===== src/rtl/sigma_delta_bitstream_decoder_if.sv =====
// Bitstream input and PCM sample-output handshake for sigma_delta_bitstream_decoder.
// master: bit source / sample consumer side; slave: the decoder.
interface sigma_delta_bitstream_decoder_if #(
   parameter int unsigned OUT_WIDTH = 16
);
   logic                 bit_in;
   logic                 bit_en;
   logic [OUT_WIDTH-1:0] out_data;
   logic                 out_valid;
   logic                 out_ready;
   logic                 overrun;

   modport master (
      output bit_in, bit_en, out_ready,
      input  out_data, out_valid, overrun
   );

   modport slave (
      input  bit_in, bit_en, out_ready,
      output out_data, out_valid, overrun
   );
endinterface


===== src/rtl/sigma_delta_bitstream_decoder.sv =====
// Sinc3 CIC decimator turning a 1-bit sigma-delta stream into unsigned PCM samples.
// Optional `SIGMA_DELTA_DEC_OVERRUN_CNT_EN adds a saturating 8-bit overrun_cnt port.
module sigma_delta_bitstream_decoder #(
   parameter int unsigned DEC_LOG2  = 6,
   parameter int unsigned OUT_WIDTH = 16
) (
   input  logic                            clk,
   input  logic                            reset_n,
   input  logic                            clr,
   sigma_delta_bitstream_decoder_if.slave  bus
`ifdef SIGMA_DELTA_DEC_OVERRUN_CNT_EN
   ,
   output logic [7:0]                      overrun_cnt
`endif
);

   localparam int unsigned FS    = 3 * DEC_LOG2;
   localparam int unsigned W     = FS + 1;
   localparam int unsigned SHIFT = FS - OUT_WIDTH;

   typedef enum logic [1:0] {
      ST_SETTLE0,
      ST_SETTLE1,
      ST_RUN
   } settle_state_t;

   settle_state_t state, state_nx;

   logic [W-1:0]          i1, i2, i3;
   logic [W-1:0]          i1_nx, i2_nx, i3_nx;
   logic [DEC_LOG2-1:0]   phase;
   logic                  decim_strobe;

   logic [W-1:0]          x, x_d1, c1_d, c2_d;
   logic [W-1:0]          c1, c2, c3;
   logic [W-1:0]          f_reg;
   logic                  f_valid;
   logic                  sample_ok;

   logic [FS-1:0]         s_val;
   logic [OUT_WIDTH-1:0]  sample;
   logic [OUT_WIDTH-1:0]  out_data_q;
   logic                  out_valid_q;
   logic                  overrun_q;
   logic                  ovr_event;

   // Chained next values let the accepted bit reach i3 on the same edge.
   always_comb begin
      i1_nx = i1 + W'(bus.bit_in);
      i2_nx = i2 + i1_nx;
      i3_nx = i3 + i2_nx;
   end

   always_ff @(posedge clk or negedge reset_n) begin
      if (!reset_n) begin
         i1           <= '0;
         i2           <= '0;
         i3           <= '0;
         phase        <= '0;
         x            <= '0;
         decim_strobe <= 1'b0;
      end else if (clr) begin
         i1           <= '0;
         i2           <= '0;
         i3           <= '0;
         phase        <= '0;
         x            <= '0;
         decim_strobe <= 1'b0;
      end else begin
         decim_strobe <= 1'b0;
         if (bus.bit_en) begin
            i1    <= i1_nx;
            i2    <= i2_nx;
            i3    <= i3_nx;
            phase <= phase + 1'b1;
            if (phase == '1) begin
               x            <= i3_nx;
               decim_strobe <= 1'b1;
            end
         end
      end
   end

   always_comb begin
      c1 = x - x_d1;
      c2 = c1 - c1_d;
      c3 = c2 - c2_d;
   end

   // Settling: the first two decimated samples lack a full 3R-bit history.
   always_comb begin
      state_nx  = state;
      sample_ok = 1'b0;
      if (decim_strobe) begin
         unique case (state)
            ST_SETTLE0: state_nx = ST_SETTLE1;
            ST_SETTLE1: state_nx = ST_RUN;
            default:    sample_ok = 1'b1;
         endcase
      end
   end

   always_ff @(posedge clk or negedge reset_n) begin
      if (!reset_n) begin
         state   <= ST_SETTLE0;
         x_d1    <= '0;
         c1_d    <= '0;
         c2_d    <= '0;
         f_reg   <= '0;
         f_valid <= 1'b0;
      end else if (clr) begin
         state   <= ST_SETTLE0;
         x_d1    <= '0;
         c1_d    <= '0;
         c2_d    <= '0;
         f_reg   <= '0;
         f_valid <= 1'b0;
      end else begin
         state   <= state_nx;
         f_valid <= 1'b0;
         if (decim_strobe) begin
            x_d1    <= x;
            c1_d    <= c1;
            c2_d    <= c2;
            f_reg   <= c3;
            f_valid <= sample_ok;
         end
      end
   end

   // F tops out at exactly 2^FS (only bit W-1 set), which saturates to all-ones.
   always_comb begin
      s_val  = f_reg[W-1] ? '1 : f_reg[FS-1:0];
      sample = OUT_WIDTH'(s_val >> SHIFT);
   end

   assign ovr_event = f_valid && out_valid_q && !bus.out_ready;

   always_ff @(posedge clk or negedge reset_n) begin
      if (!reset_n) begin
         out_data_q  <= '0;
         out_valid_q <= 1'b0;
         overrun_q   <= 1'b0;
      end else if (clr) begin
         out_data_q  <= '0;
         out_valid_q <= 1'b0;
         overrun_q   <= 1'b0;
      end else begin
         overrun_q <= ovr_event;
         if (f_valid) begin
            out_data_q  <= sample;
            out_valid_q <= 1'b1;
         end else if (out_valid_q && bus.out_ready) begin
            out_valid_q <= 1'b0;
         end
      end
   end

   assign bus.out_data  = out_data_q;
   assign bus.out_valid = out_valid_q;
   assign bus.overrun   = overrun_q;

`ifdef SIGMA_DELTA_DEC_OVERRUN_CNT_EN
   always_ff @(posedge clk or negedge reset_n) begin
      if (!reset_n) begin
         overrun_cnt <= '0;
      end else if (clr) begin
         overrun_cnt <= '0;
      end else if (ovr_event && (overrun_cnt != 8'hFF)) begin
         overrun_cnt <= overrun_cnt + 8'd1;
      end
   end
`endif

endmodule


===== src/flat_wrapper.sv =====
// flat-port wrapper written by rule: the top's interface ports become plain ports
module sigma_delta_bitstream_decoder_flat 
#(
   parameter int unsigned DEC_LOG2  = 6,
   parameter int unsigned OUT_WIDTH = 16
)
  (clk, reset_n, clr, bus_bit_in, bus_bit_en, bus_out_ready, bus_out_data, bus_out_valid, bus_overrun);
  sigma_delta_bitstream_decoder_if #(.OUT_WIDTH(OUT_WIDTH)) bus_i ();
  input  logic clk;
  input  logic reset_n;
  input  logic clr;
  input wire logic [$bits(bus_i.bit_in)-1:0] bus_bit_in;
  input wire logic [$bits(bus_i.bit_en)-1:0] bus_bit_en;
  input wire logic [$bits(bus_i.out_ready)-1:0] bus_out_ready;
  output wire logic [$bits(bus_i.out_data)-1:0] bus_out_data;
  output wire logic [$bits(bus_i.out_valid)-1:0] bus_out_valid;
  output wire logic [$bits(bus_i.overrun)-1:0] bus_overrun;
  assign bus_i.bit_in = bus_bit_in;
  assign bus_i.bit_en = bus_bit_en;
  assign bus_i.out_ready = bus_out_ready;
  assign bus_out_data = bus_i.out_data;
  assign bus_out_valid = bus_i.out_valid;
  assign bus_overrun = bus_i.overrun;
  sigma_delta_bitstream_decoder #(.DEC_LOG2(DEC_LOG2), .OUT_WIDTH(OUT_WIDTH)) u_core (.clk(clk), .reset_n(reset_n), .clr(clr), .bus(bus_i));
endmodule

===== config.mk =====
export PLATFORM = sky130hd
export DESIGN_NAME = sigma_delta_bitstream_decoder_flat
export DESIGN_NICKNAME = d
export VERILOG_FILES = /design/src/rtl/sigma_delta_bitstream_decoder_if.sv /design/src/rtl/sigma_delta_bitstream_decoder.sv /design/src/flat_wrapper.sv
export SDC_FILE = /design/constraint.sdc
export NUM_CORES = 1
export LEC_CHECK = 0
export ABC_CLOCK_PERIOD_IN_PS = 7180
export CAP_MARGIN = 20
export CORE_MARGIN = 3
export CORE_UTILIZATION = 63
export CTS_CLUSTER_DIAMETER = 40
export CTS_CLUSTER_SIZE = 16
export DETAILED_ROUTE_END_ITERATION = 16
export GPL_ROUTABILITY_DRIVEN = 0
export PLACE_DENSITY = 0.78
export SLEW_MARGIN = 25
export SYNTH_ARGS = -nofsm -noshare
export SYNTH_HDL_FRONTEND = slang
export SYNTH_SLANG_ARGS = --single-unit

===== constraint.sdc =====
create_clock -name clk -period 7.18 [get_ports clk]
set_input_delay 0.718 -clock clk [delete_from_list [all_inputs] [get_ports clk]]
set_output_delay 0.718 -clock clk [all_outputs]
set_load 0.01 [all_outputs]

==> flow_metrics.env <==
export IMPL_cts_max_level=4
export IMPL_hold_viol=0
export IMPL_end_kind="register"
export IMPL_syn_area_um2=11600
export IMPL_max_slew_margin_rel_pct=34.1
export IMPL_grt_max_degree=117
export IMPL_drc=0
export IMPL_avgViaCountPerCell=5.79
export IMPL_diodes=0
export IMPL_power_density_nw_per_um2=162
export IMPL_wl_per_cell_um=15.4
export IMPL_coreArea_um2=18000
export IMPL_design_area_um2=12600
export IMPL_vias=8754
export IMPL_cts_setup_buffers=0
export IMPL_hpwl_um=16000
export IMPL_first_iter_violations=466
export IMPL_dp_slack_ns=1.43
export IMPL_reg2reg_depth=24
export IMPL_clk_pin_slew_ns=0.07
export IMPL_seqCellArea_um2=4460
export IMPL_power_leakage_uw=0.00592
export IMPL_synthTopCellsByArea="dfrtp_1 38%, ha_1 9.9%, mux2i_1 7.7%"
export IMPL_synthFlopType="dfrtp_1"
export IMPL_synth_warnings=0
export IMPL_tns_ns=0
export IMPL_whs_ns=0.233
export IMPL_syn_num_nets=1376
export IMPL_netlist_instances=1274
export IMPL_nets=1372
export IMPL_ys_seq_area_share_pct=38.3
export IMPL_synth_edff_count=0
export IMPL_syn_to_final_growth_pct=8.10
export IMPL_fmax_ghz=0.169
export IMPL_nFillCells=1428
export IMPL_synth_common_cells="208 x nor2_1, 178 x dfrtp_1, 92 x ha_1"
export IMPL_cts_buffers=17
export IMPL_drt_first_pass_iters=6
export IMPL_track_usage_pct=24.4
export IMPL_rsz0062_at_grt="false"
export IMPL_syn_avg_cell_area_um2=9.13
export IMPL_overflow=0
export IMPL_root_buffer="clkbuf_16"
export IMPL_async_reset_ff_share_pct=100
export IMPL_cap_violations=0
export IMPL_cts_sinks=178
export IMPL_finalCritPeriodShare_pct=82.5
export IMPL_drv_slew=0
export IMPL_critPathRequiredTime_ns=7.47
export IMPL_crit_fanout=6
export IMPL_synth_top_area_cell="dfrtp_1"
export IMPL_tightest_slew_ns=0.989
export IMPL_die_h_um=142
export IMPL_crit_type="register to register"
export IMPL_critPathLaunchType="register"
export IMPL_hold_path_class="input pin to asynchronous set/reset pin"
export IMPL_worst_r2r_endpoint="u_core.f_reg[17]"
export IMPL_synth_top_cell_area_share_pct=38.3
export IMPL_rows=49
export IMPL_io_pins=24
export IMPL_grt_pass1_wl_um=40700
export IMPL_ys_ff_latch=178
export IMPL_fin_ws_ns=1.26
export IMPL_post_synth_top_count_cell="nor2_1"
export IMPL_status="completed"
export IMPL_cts_path_max_buffers=2
export IMPL_final_layout_size_suffix_gt1_share_pct=3.98
export IMPL_insertion_delay_ns=0.44
export IMPL_finalSetupViolCount=0
export IMPL_cts_resized_gates=0
export IMPL_cts_tree="built"
export IMPL_wl_um=23200
export IMPL_initial_core_util_pct=64.5
export IMPL_r2r_setup_slack_ns=1.26
export IMPL_ctsHoldBuffers=0
export IMPL_die_w_um=142
export IMPL_synth_distinct_cells=62
export IMPL_placed_area_um2=12000
export IMPL_multi_input_area_um2=6660
export IMPL_critPathArrivalTime_ns=6.21
export IMPL_r2r_start="u_core.x_d1[1]"
export IMPL_fin_skew_ns=0.0102
export IMPL_period_needed_ns=5.92
export IMPL_antenna_found_initial=0
export IMPL_ant_nets=0
export IMPL_die_area_um2=20100
export IMPL_place_port_buffers=23
export IMPL_peakVddDrop_mv=0.170
export IMPL_grt_pass1_vias=8918
[kinds of logic after synthesis]
kind of cell / count (synthesis) / share of synthesized area (%)
AO/OA/AOI/OAI: 255 / 14.8
XOR/XNOR: 107 / 8.17
adder cells (fa/ha/maj): 96 / 10.6
buffers and inverters: 137 / 4.42
flip-flops: 178 / 38.3
multiplexers: 90 / 7.76
AND/OR/NAND/NOR: 411 / 16.0
[worst max-delay path: stages (launching register included)]
cell,delay [ns]
dfrtp_1,0.39
inv_1,0.06
ha_1,0.28
nor2b_1,0.13
o21ai_0,0.20
a21oi_1,0.11
or2_2,0.31
a21o_1,0.19
a21oi_1,0.16
xnor2_1,0.16
ha_1,0.32
and3_1,0.23
a211oi_1,0.45
a211oi_1,0.16
nor4_1,0.38
o21bai_1,0.18
xor2_1,0.20
inv_1,0.07
ha_1,0.35
nand4_1,0.12
o311ai_0,0.69
a21oi_1,0.21
xnor2_1,0.18
mux2i_1,0.17
nor2_1,0.06
[how the worst max path moves through the flow]
stage / slack [ns] / cells past startpoint / end / start
3_3_place_gp: 1.57 / 21 / u_core.i3[18] / bus_bit_in
2_1_floorplan: 2.12 / 23 / u_core.f_reg[14] / u_core.x_d1[1]
3_5_place_dp: 1.43 / 21 / u_core.i3[18] / bus_bit_in
4_1_cts: 1.34 / 24 / u_core.f_reg[17] / u_core.x_d1[1]
6_report: 1.26 / 24 / u_core.f_reg[17] / u_core.x_d1[1]
5_1_grt: 0.96 / 24 / u_core.f_reg[17] / u_core.x_d1[1]
[cell usage in the layout, fill, tap and decap left out, drive strengths merged, types with 14 or more instances in the layout]
| master | synthesis | final |
|---|---|---|
| a21oi | 74 | 74 |
| o21a | 16 | 16 |
| nor2b | 15 | 15 |
| and3 | 15 | 15 |
| xnor2 | 58 | 58 |
| ha | 92 | 92 |
| inv | 86 | 89 |
| nand4 | 14 | 14 |
| nor2 | 208 | 208 |
| dfrtp | 178 | 178 |
| mux2i | 89 | 89 |
| a211oi | 29 | 29 |
| clkbuf | 41 | 20 |
| clkdlybuf4s50 | 0 | 20 |
| nand2 | 80 | 80 |
| a21o | 33 | 33 |
| o21ai | 29 | 29 |
| nor3 | 17 | 17 |
| xor2 | 48 | 48 |
[metal layers]
metal | vias up | global-route usage, % | routed length (µm)
met1 | 4170 | 29.8 | 10300
li1 | 4405 | - | -
met4 | 0 | 9.44 | 658
met2 | 132 | 43.2 | 11600
met5 | - | 0 | 0
met3 | 47 | 4.04 | 616
[per-stage QoR]
stage	total power [µW]	instances	util (%)
2_1_floorplan	1090	1274	-
3_3_place_gp	1130	1480	66.6
3_5_place_dp	1130	1480	66.6
4_1_cts	2060	1512	69.8
6_report	2030	1512	69.8
5_1_grt	2100	1512	69.8
[report_power, final]
part           leakage [µW]  internal [µW]  total (µW)  switching, µW
logic               0.00316           28.4        94.3           65.9
clock network      0.000279            523         925            402
registers           0.00248           1010        1010           4.75
[area by class of cell]
| type | instances | area share, % |
|---|---|---|
| clock inverter | 12 | 1.04 |
| clock buffer | 20 | 3.55 |
| tap | 229 | 2.28 |
| sequential | 178 | 35.5 |
| timing repair buffer | 28 | 2.11 |
| inverter | 86 | 2.57 |
| multi-input combinational | 959 | 53.0 |
Note: power is estimated with default switching activity, not from simulation.
